[src/rtl/instruction_loader.sv]
// -----------------------------------------------------------------------------
// instruction_loader
//
// Instruction store for the 8-bit single-cycle processor. In load mode an
// operator keys program bytes in from switches (load_data) and a push-button
// (load_strobe). In run mode the store is read-only and serves the byte at the
// processor PC (read_address) on the registered instruction output.
// Runs on the fast board clock, ahead of the processor's clock divider.
//
// Parameters:
//   DEPTH        number of instruction bytes in the store (power of two, <=128)
//   FILL         byte returned for any address >= program length, and in LOAD
//   LOCKOUT_BITS width of the button debounce lockout counter
//                (lockout lasts about 2^LOCKOUT_BITS clocks)
//
// Ports:
//   clock          fast board clock, rising-edge active
//   clear          asynchronous active-low reset
//   mode_run       raw switch, 0 = load mode, 1 = run mode (asynchronous)
//   load_strobe    raw push-button, commits load_data (asynchronous, bouncy)
//   load_data      instruction byte to store
//   read_address   processor PC
//   instruction    registered byte at read_address (FILL outside the program)
//   load_pointer   next write address, zero-extended to 8 bits
//   program_length number of valid bytes stored
//   running        high while the FSM is in RUN
//   overflow       sticky: a write was attempted with the store full
// -----------------------------------------------------------------------------
module instruction_loader #(
   parameter int unsigned DEPTH        = 64,
   parameter logic [7:0]  FILL         = 8'h00,
   parameter int unsigned LOCKOUT_BITS = 16
) (
   input  logic       clock,
   input  logic       clear,
   input  logic       mode_run,
   input  logic       load_strobe,
   input  logic [7:0] load_data,
   input  logic [7:0] read_address,
   output logic [7:0] instruction,
   output logic [7:0] load_pointer,
   output logic [7:0] program_length,
   output logic       running,
   output logic       overflow
);

   localparam int unsigned AW      = $clog2(DEPTH);
   localparam logic [7:0]  DEPTH_B = 8'(DEPTH);

   typedef enum logic {
      LOAD = 1'b0,
      RUN  = 1'b1
   } state_t;

   state_t state_q, state_d;

   // synchroniser chains
   logic m1, m2;
   logic s1, s2, s3;
   logic write_pulse;

   logic [LOCKOUT_BITS-1:0] lockout_q;

   logic [7:0] pointer_q;
   logic [7:0] length_q;
   logic       overflow_q;
   logic [7:0] instruction_q;

   logic accept;       // debounced press seen in LOAD
   logic do_write;     // accepted press with room in the store
   logic do_overflow;  // accepted press with the store full
   logic exit_run;     // RUN -> LOAD transition this cycle

   logic [7:0] mem [DEPTH];

   // --------------------------------------------------------------------------
   // Input synchronisers and strobe edge detect
   // --------------------------------------------------------------------------
   always_ff @(posedge clock or negedge clear) begin
      if (!clear) begin
         m1 <= 1'b0;
         m2 <= 1'b0;
         s1 <= 1'b0;
         s2 <= 1'b0;
         s3 <= 1'b0;
      end else begin
         m1 <= mode_run;
         m2 <= m1;
         s1 <= load_strobe;
         s2 <= s1;
         s3 <= s2;
      end
   end

   assign write_pulse = s2 & ~s3;

   // --------------------------------------------------------------------------
   // FSM: state register
   // --------------------------------------------------------------------------
   always_ff @(posedge clock or negedge clear) begin
      if (!clear) begin
         state_q <= LOAD;
      end else begin
         state_q <= state_d;
      end
   end

   // --------------------------------------------------------------------------
   // FSM: next state and control
   // A pulse arriving on the cycle that leaves RUN is dropped because the
   // current state is still RUN; one arriving on the cycle that enters RUN
   // commits because the current state is still LOAD.
   // --------------------------------------------------------------------------
   always_comb begin
      state_d  = state_q;
      accept   = 1'b0;
      exit_run = 1'b0;
      case (state_q)
         LOAD: begin
            accept = write_pulse && (lockout_q == '0);
            if (m2) begin
               state_d = RUN;
            end
         end
         RUN: begin
            if (!m2) begin
               state_d  = LOAD;
               exit_run = 1'b1;
            end
         end
         default: begin
            state_d = LOAD;
         end
      endcase
   end

   assign do_write    = accept && (pointer_q < DEPTH_B);
   assign do_overflow = accept && !(pointer_q < DEPTH_B);

   // --------------------------------------------------------------------------
   // Debounce lockout: armed only by presses accepted in LOAD
   // --------------------------------------------------------------------------
   always_ff @(posedge clock or negedge clear) begin
      if (!clear) begin
         lockout_q <= '0;
      end else if (accept) begin
         lockout_q <= '1;
      end else if (lockout_q != '0) begin
         lockout_q <= lockout_q - 1'b1;
      end
   end

   // --------------------------------------------------------------------------
   // Write pointer, program length, overflow flag
   // --------------------------------------------------------------------------
   always_ff @(posedge clock or negedge clear) begin
      if (!clear) begin
         pointer_q  <= '0;
         length_q   <= '0;
         overflow_q <= 1'b0;
      end else if (exit_run) begin
         pointer_q  <= '0;
         length_q   <= '0;
         overflow_q <= 1'b0;
      end else if (do_write) begin
         pointer_q  <= pointer_q + 8'd1;
         length_q   <= pointer_q + 8'd1;
      end else if (do_overflow) begin
         overflow_q <= 1'b1;
      end
   end

   // --------------------------------------------------------------------------
   // Instruction store (contents survive reset and mode changes)
   // --------------------------------------------------------------------------
   always_ff @(posedge clock) begin
      if (do_write) begin
         mem[pointer_q[AW-1:0]] <= load_data;
      end
   end

   // --------------------------------------------------------------------------
   // Registered read. The explicit DEPTH bound keeps high addresses from
   // aliasing onto low store entries.
   // --------------------------------------------------------------------------
   always_ff @(posedge clock or negedge clear) begin
      if (!clear) begin
         instruction_q <= FILL;
      end else if ((state_q == RUN) && (read_address < length_q) &&
                   (read_address < DEPTH_B)) begin
         instruction_q <= mem[read_address[AW-1:0]];
      end else begin
         instruction_q <= FILL;
      end
   end

   assign instruction    = instruction_q;
   assign load_pointer   = pointer_q;
   assign program_length = length_q;
   assign overflow       = overflow_q;
   assign running        = (state_q == RUN);

endmodule

[config.mk]
export PLATFORM = sky130hd
export DESIGN_NAME = instruction_loader
export DESIGN_NICKNAME = d
export VERILOG_FILES = /design/src/rtl/instruction_loader.sv
export SDC_FILE = /design/constraint.sdc
export NUM_CORES = 1
export LEC_CHECK = 0
export CELL_PAD_IN_SITES_DETAIL_PLACEMENT = 1
export CELL_PAD_IN_SITES_GLOBAL_PLACEMENT = 1
export CORE_MARGIN = 2
export CORE_UTILIZATION = 54
export DETAILED_ROUTE_END_ITERATION = 8
export GPL_TIMING_DRIVEN = 0
export PLACE_DENSITY_LB_ADDON = 0.1
export SETUP_SLACK_MARGIN = 0.2
export SLEW_MARGIN = 20
export SYNTH_ARGS = -nofsm -noshare
export SYNTH_HDL_FRONTEND = slang
export SYNTH_SLANG_ARGS = --single-unit
export TNS_END_PERCENT = 1
[constraint.sdc]
create_clock -name clock -period 3.9 [get_ports clock]
set_input_delay 0.585 -clock clock [delete_from_list [all_inputs] [get_ports clock]]
set_output_delay 0.585 -clock clock [all_outputs]
set_load 0.01 [all_outputs]
==> key figures <==
Worst setup path
  • CP Cell Sequence: inv_1 > ha_1 > nor4b_1 > and4b_2 > nand2_1 > nor2_1 > nand3_2 > nor2_1
  • Reg2Reg Depth: 8
  • Crit path max fanout: 8
  • R2R Path End: mem[4][0]
  • CP required: 4.11 ns
  • Critical Path Most Common Cell: nor2_1
  • Worst Setup End Kind: flop
  • Worst EP arrival: 3.99 ns
  • R2r setup slk: 0.12 ns
  • Startpoint Class: flop
  • Worst r2r src: lockout_q[0]
  • Critical path class: reg -> reg
  • Slowest-stage cell, CP: nor2_1
  • Slowest stage delay, CP: 0.98 ns
  • CP bufs+invs: 1
  • CP delay by family, top: simple AND/OR/NAND/NOR gates

Timing
  • Final hold vios: 0
  • Slew margin rel.: 24.56%
  • Slew Viols, Final: 0
  • Fin worst setup slack: 0.1170 ns
  • RSZ-0062 raised after global routing: true
  • Final setup TNS: 0 ns
  • Count of final setup violators: 0
  • Min Clock Period, post-route: 3.783 ns
  • Actual slew at the worst max-slew pin: 1.127 ns
  • F_max: 264.3 MHz
  • Fin crit share: 97.00%
  • Clk_skew: 0.02848 ns

Run status
  • Outcome: finished, final reports clean

Clock tree
  • CTS tree: done
  • Clock sinks: 551
  • Max clock buf depth: 3
  • Worst skew pair latency: 0.61 ns
  • Register clock-pin slew on the reported worst setup and hold paths: 0.07 ns
  • CTS Root Cell: clkbuf_16
  • Total CTS buffers: 53
  • H-tree Lvls: 2
  • Setup bufs post-CTS: 0

GRT
  • Total global routing overflow: 0
  • Tot GR Track Use: 26.90%
  • First-pass GRT wire length: 80310 um
  • Largest net degree at the start of global routing: 65
  • Vias in the first global route: 11.91k
  • Initial antenna violation count: 0

Route
  • Post-Route WL: 53550 um
  • Post-route DRC violation count: 0
  • Via density: 6.317
  • Wire per inst: 29.90 um
  • Final ANT Viol Nets: 0
  • Detailed Routing Iterations Pass 1: 5
  • DRT iter0 DRCs: 1127
  • Via count: 11.31k

Synth
  • Synth unique cells: 55
  • Post-synth ARST share: 7.078%
  • Mapped Nets: 1146
  • Post-Syn Area: 21650 um2
  • Synthesis Warnings: 0
  • Sequential cell area fraction in the yosys report: 75.53%
  • Average size of a mapped cell: 19.40 um2
  • Prevailing post-synth register cell: edfxtp_1
  • Gate Count Post-Synth: 1116
  • Post-synth EDFFs: 512
  • Synthesized flop and latch total: 551

Pwr
  • Maximum VDD drop: 0.4563 mV
  • Leakage: 7.930 nW
  • P per Cell Area: 500.8 nW/um2

Job
  • Max Cap Viol: 0

Floorplanning
  • Standard-cell row count: 73
  • Core region area: 39640 um2
  • Die area: 41710 um2
  • Num ports: 46
  • Die height: 204.2 um
  • Die Wd: 204.2 um
  • Initial core utilization: 54.61%

Cells and area
  • Layout filler cell count: 3396
  • Ant. Diodes: 0
  • Area Overhead vs Synth: 13.74%
  • Layout Nets: 1252
  • Share of layout cells above drive strength 1: 21.48%

Worst hold path
  • Hold-critical path depth: 0
  • Hold endpoint: m2
  • Worst Hold Class: reg -> reg
  • Hold_sp: m1

Placement
  • Post-DP HPWL: 35530 um
  • GP Congestion: 0.8655
  • Setup WS pre-CTS: -0.6627 ns
  • Port Buf Inserts: 44
[cell usage in the layout, fill, tap and decap left out, types with 22 or more instances in the layout]
master / count
a22oi_1: 25
edfxtp_1: 512
clkbuf_16: 53
nand2_1: 34
nor2_1: 78
dfrtp_1: 39
nor2_2: 24
nand3_1: 26
mux4_2: 112
clkdlybuf4s50_1: 35
clkbuf_1: 27
mux2i_1: 56
buf_2: 22
[metal layers]
layer	global-route usage, %	vias to the layer above	part of all wire [%]
li1	-	4774	-
met1	39.74	6010	44
met2	42.03	448	48
met3	3.970	81	5.8
met4	8.489	0	2.8
met5	0	-	0
[power by group]
| group | total [W] | leakage (nW) | internal, W | switching [W] |
|---|---|---|---|---|
| Combinational | 0.000623 | 2.00 | 0.000234 | 0.000390 |
| Clock | 0.00516 | 0.849 | 0.00294 | 0.00222 |
| Sequential | 0.00655 | 5.08 | 0.00650 | 0.0000504 |
| Total | 0.0123 | 7.93 | 0.00967 | 0.00266 |
[worst max-delay path by stage]
stage | from | to | slack, ns | depth (start not counted)
after floorplan | lockout_q[0] | mem[56][0] | 1.19 | 8
after global placement | read_address[1] | instruction[4] | -0.57 | 9
after detailed placement | read_address[1] | instruction[4] | -0.66 | 9
after CTS | lockout_q[0] | mem[5][0] | 0.03 | 8
after global routing | lockout_q[0] | mem[44][4] | -0.07 | 8
final | lockout_q[0] | mem[4][0] | 0.12 | 8
[flip-flops by register name (all words and copies together) (netlist names)]
name,cells
s2,1
s3,1
overflow,1
m2,1
program_length,8
mem,512
s1,1
m1,1
running,1
instruction,8
lockout_q,16
[cells by family (layout without fill, tap and decap cells)]
family,Yosys count,after routing,synth area share (%)
XOR/XNOR,3,3,0.1214
AND/OR/NAND/NOR,208,208,4.624
buffers and inverters,67,217,1.480
flip-flops,551,551,75.53
AO/OA/AOI/OAI,109,109,3.427
adder cells (fa/ha/maj),10,10,0.5780
multiplexers,168,168,14.24
[metrics by stage]
step / cell area [um2] / utilization [%] / std cells / power, W / hold WS (ns)
floorplan: 21650 / - / 1116 / 0.007007 / 0.2894
global placement: 22750 / 57.38 / 1685 / 0.007276 / 0.3333
detailed placement: 22830 / 57.59 / 1691 / 0.007299 / 0.3373
CTS: 24560 / 61.96 / 1791 / 0.01239 / 0.3431
global route: 24620 / 62.12 / 1791 / 0.01265 / 0.3613
finish: 24620 / 62.12 / 1791 / 0.01233 / 0.3513
[cell type report]
cell class / instances / area (um2) / area share (%)
Multi-Input combinational cell: 498 / 5037 / 20.46
Clock inverter: 35 / 334.1 / 1.357
Inverter: 13 / 48.80 / 0.1982
Tap cell: 525 / 656.9 / 2.668
Sequential cell: 551 / 16350 / 66.40
Clock buffer: 64 / 1388 / 5.635
Buffer: 54 / 275.3 / 1.118
Timing Repair Buffer: 51 / 533.0 / 2.165
[Yosys cell counts, types with 8 or more instances]
| cell type | n | area [um2] |
|---|---|---|
| nor3_1 | 9 | 45.04 |
| ha_1 | 10 | 125.1 |
| nand3_1 | 26 | 130.1 |
| dfrtp_1 | 39 | 975.9 |
| edfxtp_1 | 512 | 15370 |
| buf_1 | 9 | 33.78 |
| a21oi_1 | 15 | 75.07 |
| mux2i_1 | 56 | 560.5 |
| clkbuf_1 | 19 | 71.32 |
| buf_4 | 8 | 60.06 |
| buf_2 | 15 | 75.07 |
| o21ai_0 | 12 | 60.06 |
| o22ai_1 | 14 | 87.58 |
| inv_1 | 12 | 45.04 |
| o211ai_1 | 9 | 67.56 |
| a211oi_1 | 14 | 105.1 |
| a22oi_1 | 25 | 187.7 |
| mux4_2 | 112 | 2522 |
| nor2_1 | 102 | 382.9 |
| nand2_1 | 34 | 127.6 |
[repair_timing]
action	CTS	global route
hold buffers	1	0
endpoints found under the hold margin	8	0
resized for setup	1	26
setup endpoints to repair	82	351
pin swaps	0	0
cloned	0	0
Power figures use the tool's default switching activity.
